--- src/rtl/wishbone_master_pkg.sv ---
`default_nettype none
// ============================================================================
// Module   : wishbone_master_pkg
// Purpose  : Shared types and lane helpers for the Wishbone master bridge.
// Revision : 1.0 - initial release
// ============================================================================
package wishbone_master_pkg;

    // Access width of a load/store request; 2'd3 is not a legal size.
    typedef enum logic [1:0] {
        SIZE_BYTE = 2'd0,
        SIZE_HALF = 2'd1,
        SIZE_WORD = 2'd2
    } size_t;

    // Completion status reported with every response pulse.
    typedef enum logic [1:0] {
        ERR_OK         = 2'd0,
        ERR_BUS        = 2'd1,
        ERR_MISALIGNED = 2'd2,
        ERR_TIMEOUT    = 2'd3
    } err_t;

    // Bridge control states.
    typedef enum logic [1:0] {
        ST_IDLE = 2'd0,
        ST_BUS  = 2'd1,
        ST_RESP = 2'd2
    } state_t;

    // True when the address cannot be served by a single aligned access.
    function automatic logic is_misaligned(input logic [1:0] size, input logic [1:0] addr_lo);
        logic r;
        r = 1'b1;
        case (size)
            SIZE_BYTE: r = 1'b0;
            SIZE_HALF: r = addr_lo[0];
            SIZE_WORD: r = (addr_lo != 2'b00);
            default:   r = 1'b1;
        endcase
        return r;
    endfunction

    // Byte-enable mask for an aligned access.
    function automatic logic [3:0] sel_mask(input logic [1:0] size, input logic [1:0] addr_lo);
        logic [3:0] m;
        m = 4'b0000;
        case (size)
            SIZE_BYTE: m = 4'b0001 << addr_lo;
            SIZE_HALF: m = 4'b0011 << addr_lo;
            SIZE_WORD: m = 4'b1111;
            default:   m = 4'b0000;
        endcase
        return m;
    endfunction

    // Move right-aligned store data onto the lanes selected by sel_mask.
    function automatic logic [31:0] store_lanes(input logic [1:0] size, input logic [1:0] addr_lo,
                                                input logic [31:0] wdata);
        logic [31:0] d;
        d = 32'h0;
        case (size)
            SIZE_BYTE: d = {24'h0, wdata[7:0]} << {addr_lo, 3'b000};
            SIZE_HALF: d = {16'h0, wdata[15:0]} << {addr_lo[1], 4'b0000};
            SIZE_WORD: d = wdata;
            default:   d = 32'h0;
        endcase
        return d;
    endfunction

endpackage
`default_nettype wire

--- src/rtl/wishbone_interface.sv ---
`default_nettype none
// ============================================================================
// Module   : wishbone_interface
// Purpose  : Classic Wishbone signal bundle with master and slave views.
// Revision : 1.0 - initial release
// ============================================================================
interface wishbone_interface;
    logic        cyc;
    logic        stb;
    logic        we;
    logic [31:0] adr;
    logic [3:0]  sel;
    logic [31:0] dat_mosi;
    logic [31:0] dat_miso;
    logic        ack;
    logic        err;

    modport master (
        output cyc, stb, we, adr, sel, dat_mosi,
        input  dat_miso, ack, err
    );

    modport slave (
        input  cyc, stb, we, adr, sel, dat_mosi,
        output dat_miso, ack, err
    );
endinterface
`default_nettype wire

--- src/rtl/wb_load_align.sv ---
`default_nettype none
// ============================================================================
// Module   : wb_load_align
// Purpose  : Extracts the addressed lane from a read word and sign- or
//            zero-extends it to 32 bits.
// Revision : 1.0 - initial release
// ============================================================================
module wb_load_align
    import wishbone_master_pkg::*;
(
    input  logic [31:0] i_dat_miso,
    input  logic [1:0]  i_addr_lo,
    input  logic [1:0]  i_size,
    input  logic        i_unsigned,
    output logic [31:0] o_rdata
);

    logic [7:0]  w_byte;
    logic [15:0] w_half;

    // Select the lane and extend it by its top bit unless an unsigned load.
    always_comb begin
        w_byte  = 8'(i_dat_miso >> {i_addr_lo, 3'b000});
        w_half  = 16'(i_dat_miso >> {i_addr_lo[1], 4'b0000});
        o_rdata = i_dat_miso;
        case (i_size)
            SIZE_BYTE: o_rdata = {{24{w_byte[7] & ~i_unsigned}}, w_byte};
            SIZE_HALF: o_rdata = {{16{w_half[15] & ~i_unsigned}}, w_half};
            default:   o_rdata = i_dat_miso;
        endcase
    end

endmodule
`default_nettype wire

--- src/rtl/wishbone_master_bridge.sv ---
`default_nettype none
// ============================================================================
// Module   : wishbone_master_bridge
// Purpose  : Turns one load/store request at a time into a single classic
//            Wishbone cycle, with lane alignment, load extension and a
//            no-responder timeout.
// Revision : 1.0 - initial release
// ============================================================================
module wishbone_master_bridge
    import wishbone_master_pkg::*;
#(
    parameter int TIMEOUT_CYCLES = 255
) (
    input  logic              clk,
    input  logic              rst,
    input  logic              req_valid,
    output logic              req_ready,
    input  logic              req_we,
    input  logic [31:0]       req_addr,
    input  logic [1:0]        req_size,
    input  logic              req_unsigned,
    input  logic [31:0]       req_wdata,
    output logic              rsp_valid,
    output logic [31:0]       rsp_rdata,
    output logic [1:0]        rsp_err,
    wishbone_interface.master wishbone
);

    // Wide enough to hold TIMEOUT_CYCLES, so the counter never wraps.
    localparam int                 c_CNT_W    = $clog2(TIMEOUT_CYCLES + 1);
    localparam logic [c_CNT_W-1:0] c_CNT_LAST = c_CNT_W'(TIMEOUT_CYCLES - 1);

    state_t             r_state;
    state_t             w_state_next;
    logic               w_req_ready;
    logic               w_misaligned;
    logic               w_cnt_last;
    logic [31:0]        w_load_data;

    // Latched request attributes needed after acceptance.
    logic               r_req_we;
    logic [1:0]         r_req_addr_lo;
    logic [1:0]         r_req_size;
    logic               r_req_unsigned;

    logic [c_CNT_W-1:0] r_cnt;

    logic               r_cyc;
    logic               r_stb;
    logic               r_wb_we;
    logic [31:0]        r_adr;
    logic [3:0]         r_sel;
    logic [31:0]        r_dat_mosi;

    logic               r_rsp_valid;
    logic [31:0]        r_rsp_rdata;
    err_t               r_rsp_err;

    assign w_misaligned = is_misaligned(req_size, req_addr[1:0]);
    assign w_cnt_last   = (r_cnt == c_CNT_LAST);

    wb_load_align u_load_align (
        .i_dat_miso (wishbone.dat_miso),
        .i_addr_lo  (r_req_addr_lo),
        .i_size     (r_req_size),
        .i_unsigned (r_req_unsigned),
        .o_rdata    (w_load_data)
    );

    // State register.
    always_ff @(posedge clk or posedge rst) begin
        if (rst) begin
            r_state <= ST_IDLE;
        end else begin
            r_state <= w_state_next;
        end
    end

    // Next-state decode; ready depends on state alone.
    always_comb begin
        w_state_next = r_state;
        w_req_ready  = 1'b0;
        case (r_state)
            ST_IDLE: begin
                w_req_ready = 1'b1;
                if (req_valid) begin
                    w_state_next = w_misaligned ? ST_RESP : ST_BUS;
                end
            end
            ST_BUS: begin
                if (wishbone.err || wishbone.ack || w_cnt_last) begin
                    w_state_next = ST_RESP;
                end
            end
            ST_RESP: w_state_next = ST_IDLE;
            default: w_state_next = ST_IDLE;
        endcase
    end

    // Request latch, bus drive, timeout counter and response registers.
    always_ff @(posedge clk or posedge rst) begin
        if (rst) begin
            r_req_we       <= 1'b0;
            r_req_addr_lo  <= 2'b00;
            r_req_size     <= 2'b00;
            r_req_unsigned <= 1'b0;
            r_cnt          <= '0;
            r_cyc          <= 1'b0;
            r_stb          <= 1'b0;
            r_wb_we        <= 1'b0;
            r_adr          <= 32'h0;
            r_sel          <= 4'h0;
            r_dat_mosi     <= 32'h0;
            r_rsp_valid    <= 1'b0;
            r_rsp_rdata    <= 32'h0;
            r_rsp_err      <= ERR_OK;
        end else begin
            // Response fields are only non-zero during the single pulse.
            r_rsp_valid <= 1'b0;
            r_rsp_rdata <= 32'h0;
            r_rsp_err   <= ERR_OK;
            case (r_state)
                ST_IDLE: begin
                    if (req_valid) begin
                        r_req_we       <= req_we;
                        r_req_addr_lo  <= req_addr[1:0];
                        r_req_size     <= req_size;
                        r_req_unsigned <= req_unsigned;
                        if (w_misaligned) begin
                            r_rsp_valid <= 1'b1;
                            r_rsp_err   <= ERR_MISALIGNED;
                        end else begin
                            r_cyc      <= 1'b1;
                            r_stb      <= 1'b1;
                            r_wb_we    <= req_we;
                            r_adr      <= {req_addr[31:2], 2'b00};
                            r_sel      <= sel_mask(req_size, req_addr[1:0]);
                            r_dat_mosi <= req_we ? store_lanes(req_size, req_addr[1:0], req_wdata)
                                                 : 32'h0;
                            r_cnt      <= '0;
                        end
                    end
                end
                ST_BUS: begin
                    r_cnt <= r_cnt + c_CNT_W'(1);
                    // err outranks a simultaneous ack; timeout only if neither.
                    if (wishbone.err) begin
                        r_cyc       <= 1'b0;
                        r_stb       <= 1'b0;
                        r_rsp_valid <= 1'b1;
                        r_rsp_err   <= ERR_BUS;
                    end else if (wishbone.ack) begin
                        r_cyc       <= 1'b0;
                        r_stb       <= 1'b0;
                        r_rsp_valid <= 1'b1;
                        r_rsp_err   <= ERR_OK;
                        r_rsp_rdata <= r_req_we ? 32'h0 : w_load_data;
                    end else if (w_cnt_last) begin
                        r_cyc       <= 1'b0;
                        r_stb       <= 1'b0;
                        r_rsp_valid <= 1'b1;
                        r_rsp_err   <= ERR_TIMEOUT;
                    end
                end
                default: begin
                end
            endcase
        end
    end

    assign req_ready         = w_req_ready;
    assign rsp_valid         = r_rsp_valid;
    assign rsp_rdata         = r_rsp_rdata;
    assign rsp_err           = r_rsp_err;
    assign wishbone.cyc      = r_cyc;
    assign wishbone.stb      = r_stb;
    assign wishbone.we       = r_wb_we;
    assign wishbone.adr      = r_adr;
    assign wishbone.sel      = r_sel;
    assign wishbone.dat_mosi = r_dat_mosi;

endmodule
`default_nettype wire

--- src/flat_wrapper.sv ---
// flat-port wrapper written by rule: the top's interface ports become plain ports
module wishbone_master_bridge_flat import wishbone_master_pkg::*;
#(
    parameter int TIMEOUT_CYCLES = 255
)
  (clk, rst, req_valid, req_ready, req_we, req_addr, req_size, req_unsigned, req_wdata, rsp_valid, rsp_rdata, rsp_err, wishbone_cyc, wishbone_stb, wishbone_we, wishbone_adr, wishbone_sel, wishbone_dat_mosi, wishbone_dat_miso, wishbone_ack, wishbone_err);
  wishbone_interface wishbone_i ();
  input  logic clk;
  input  logic rst;
  input  logic req_valid;
  output logic req_ready;
  input  logic req_we;
  input  logic [31:0] req_addr;
  input  logic [1:0] req_size;
  input  logic req_unsigned;
  input  logic [31:0] req_wdata;
  output logic rsp_valid;
  output logic [31:0] rsp_rdata;
  output logic [1:0] rsp_err;
  output wire logic [$bits(wishbone_i.cyc)-1:0] wishbone_cyc;
  output wire logic [$bits(wishbone_i.stb)-1:0] wishbone_stb;
  output wire logic [$bits(wishbone_i.we)-1:0] wishbone_we;
  output wire logic [$bits(wishbone_i.adr)-1:0] wishbone_adr;
  output wire logic [$bits(wishbone_i.sel)-1:0] wishbone_sel;
  output wire logic [$bits(wishbone_i.dat_mosi)-1:0] wishbone_dat_mosi;
  input wire logic [$bits(wishbone_i.dat_miso)-1:0] wishbone_dat_miso;
  input wire logic [$bits(wishbone_i.ack)-1:0] wishbone_ack;
  input wire logic [$bits(wishbone_i.err)-1:0] wishbone_err;
  assign wishbone_cyc = wishbone_i.cyc;
  assign wishbone_stb = wishbone_i.stb;
  assign wishbone_we = wishbone_i.we;
  assign wishbone_adr = wishbone_i.adr;
  assign wishbone_sel = wishbone_i.sel;
  assign wishbone_dat_mosi = wishbone_i.dat_mosi;
  assign wishbone_i.dat_miso = wishbone_dat_miso;
  assign wishbone_i.ack = wishbone_ack;
  assign wishbone_i.err = wishbone_err;
  wishbone_master_bridge #(.TIMEOUT_CYCLES(TIMEOUT_CYCLES)) u_core (.clk(clk), .rst(rst), .req_valid(req_valid), .req_ready(req_ready), .req_we(req_we), .req_addr(req_addr), .req_size(req_size), .req_unsigned(req_unsigned), .req_wdata(req_wdata), .rsp_valid(rsp_valid), .rsp_rdata(rsp_rdata), .rsp_err(rsp_err), .wishbone(wishbone_i));
endmodule
--- config.mk ---
export PLATFORM = sky130hd
export DESIGN_NAME = wishbone_master_bridge_flat
export DESIGN_NICKNAME = d
export VERILOG_FILES = /design/src/rtl/wishbone_master_pkg.sv /design/src/rtl/wishbone_interface.sv /design/src/rtl/wb_load_align.sv /design/src/rtl/wishbone_master_bridge.sv /design/src/flat_wrapper.sv
export SDC_FILE = /design/constraint.sdc
export NUM_CORES = 1
export LEC_CHECK = 0
export ABC_AREA = 1
export CAP_MARGIN = 20
export CORE_MARGIN = 3
export CORE_UTILIZATION = 38
export DETAILED_ROUTE_END_ITERATION = 7
export GPL_TIMING_DRIVEN = 0
export PLACE_DENSITY = 0.79
export SYNTH_ARGS = -nofsm -noshare
export SYNTH_HDL_FRONTEND = slang
export SYNTH_SLANG_ARGS = --single-unit
--- constraint.sdc ---
create_clock -name clk -period 4.1 [get_ports clk]
set_input_delay 0.82 -clock clk [delete_from_list [all_inputs] [get_ports clk]]
set_output_delay 0.82 -clock clk [all_outputs]
set_load 0.1 [all_outputs]
==> qor.csv <==
metric,value,unit
run_status,completed,
ys_seq_area_share,52.2,%
htree_levels,4,
avgSynthCellArea,8.02,sq um
die_h,129,um
fmax,0.339,GHz
skew,0.00995,ns
layout.cells.most_common,nand2_1,
final_util,59.5,%
io_pins,212,
crit_fanout,3,
p_per_area,627,nW/um^2
cp.arrival,2.13,ns
dr.pass1.iters,5,
clockBufferDepth,2,
ys_top_cells_by_area,"dfrtp_1 52%, nand2_1 19%, o21ai_0 3.7%",
antenna_found_initial,0,
drv_slew,0,
numCtsBuffers,17,
cts_resized,0,
critical_path_class,reg2out,
wl,17700,um
area_growth_syn_to_layout,52.0,%
synthDistinctLibCells,34,
worstPathRequired,3.28,ns
post-route-cell-area,8670,sq um
initial_utilization,39.1,%
final_antenna_net_count,0,
worstSkewPairLatency,0.42,ns
yosys_warnings,0,
ctsHoldBuffers,0,
cts_tree,built,
io_buffers,209,
hp-class,reg2reg,
dp.cells,1107,
clkSlewWorstSetupHoldPaths,0.05,ns
grt_pass1_wl,27500,um
p_leak,0.00422,uW
regArea,2980,sq um
slew_headroom,31.2,%
synth_top_area_share,52.2,%
dpl-instance-area,8070,sq um
dieWidth,129,um
min_period,2.95,ns
core_area,14600,sq um
die-area,16500,sq um
start_kind,flop,
overflow,0,
hold_viol_final,0,
ys_ff_latch,119,
gp_congestion,0.875,
layout.cells.non_filler,1138,
nets,1049,
finalCritPeriodShare,72.0,%
cts_setup_buffers,0,
setup_viol,0,
vias,5631,
cap_violations,0,
clock_sinks,119,
ir_drop,0.374,mV
drive_gt1_share,9.85,%
avgViaCountPerCell,4.95,
drtIter0Drc,382,
grt_max_degree,63,
hold_depth,2,
grt_use_total,21.1,%
rr_worst_depth,6,
tightestPinTransition,1.03,ns
yosysTopAreaCell,dfrtp_1,
fin_setup_tns,0,ns
synth.cell_area,5710,sq um
multi_input_area,2320,sq um
grt_pass1_vias,5401,
num-fill-cells,1263,
layout_common_cells,"287 x nand2_1, 209 x clkdlybuf4s50_1, 119 x dfrtp_1, 42 x nor2_1, 42 x o21ai_0",
diodes,0,
place_hpwl,12900,um
avgRoutedWirePerCell,15.6,um
end_kind,output pin,
rows,44,
synthCells,712,
dp_slack,1.46,ns
cts_root_buffer,clkbuf_16,
worst_slack,1.15,ns
drc_errors,0,
rsz0062_at_grt,false,
state kept, by name (all words and copies together) (netlist names):
register,flops
u_core.r_req_size,2
u_core.wishbone.sel,4
u_core.wishbone.cyc,1
u_core.wishbone.dat_mosi,32
u_core.r_req_unsigned,1
u_core.rsp_err,2
u_core.wishbone.we,1
u_core.rsp_rdata,32
u_core.r_state,2
u_core.r_cnt,8
u_core.r_req_addr_lo,2
u_core.r_req_we,1
u_core.rsp_valid,1
u_core.wishbone.adr,30
cell usage after synthesis:
cell and instances:
nand2_1 287, dfrtp_1 119, nor2_1 42, o21ai_0 42, inv_1 41, nand3_1 30, o211ai_1 15, a21oi_1 14
a21boi_0 12, buf_2 12, buf_4 11, o21ai_1 11, or2_2 10, inv_2 9, nand4_1 9, clkbuf_1 8
o22ai_1 8, nand2_2 5, a21boi_1 4, buf_6 4, nor2_4 3, a21oi_2 2, ha_1 2, nor2_2 2
a31o_2 1, clkinv_1 1, conb_1 1, inv_4 1, nand3_2 1, nand3b_1 1, nor3_1 1, nor4_4 1
o21a_1 1, o21ai_2 1
cells by family after synthesis:
logic type / after synthesis / share of synthesized area, %
AOI/OAI and AO/OA: 111 / 11.6
adders and majority gates: 2 / 0.438
buffers and inverters: 87 / 7.28
DFF: 119 / 52.2
other: 1 / 0.0657
and+or+nand+nor: 392 / 28.5
final cells by class:
cell class / count / share of cell area, %
clock inverter: 8 / 1.38
buffer: 35 / 2.51
multi-input combinational: 507 / 26.7
tap: 184 / 2.65
timing repair buffer: 210 / 24.4
inverter: 52 / 2.34
sequential: 119 / 34.3
clock buffer: 23 / 5.63
worst paths after layout:
path,to,startpoint,slack [ns]
max,req_ready,u_core.r_state[0],1.15
min,u_core.wishbone.dat_mosi[7],u_core.wishbone.dat_mosi[7],0.48
max reg2reg,u_core.rsp_rdata[28],u_core.r_state[1],2.39
min reg2reg,u_core.wishbone.dat_mosi[7],u_core.wishbone.dat_mosi[7],0.48
max in group asynchronous,u_core.wishbone.dat_mosi[27],rst,2.55
min in group asynchronous,u_core.wishbone.adr[11],rst,0.87
metrics by stage:
| stage | power, uW | hold slack [ns] |
|---|---|---|
| after floorplan | 3270 | 0.453 |
| after global placement | 3900 | 0.461 |
| after detailed placement | 3930 | 0.464 |
| after CTS | 5480 | 0.479 |
| after global routing | 5660 | 0.487 |
| final | 5440 | 0.475 |
per-layer routing:
metal | global-route usage (%) | wire length, um
met5 | 0 | 0
met4 | 8.15 | 459
met2 | 34.6 | 8490
met1 | 26.8 | 7200
met3 | 5.56 | 1570
critical path, cell delays in order, from the launching register on:
cell             delay (ns)
dfrtp_1                0.41
nor2_4                 0.16
clkdlybuf4s50_1        1.15
report_power, final:
group | leakage [uW] | total (uW) | switching, uW | internal, uW
logic | 0.00235 | 2420 | 1840 | 583
clock network | 0.000295 | 1530 | 514 | 1010
registers | 0.00158 | 1500 | 123 | 1370
total | 0.00422 | 5440 | 2470 | 2970
Note: power is estimated with default switching activity, not from simulation.
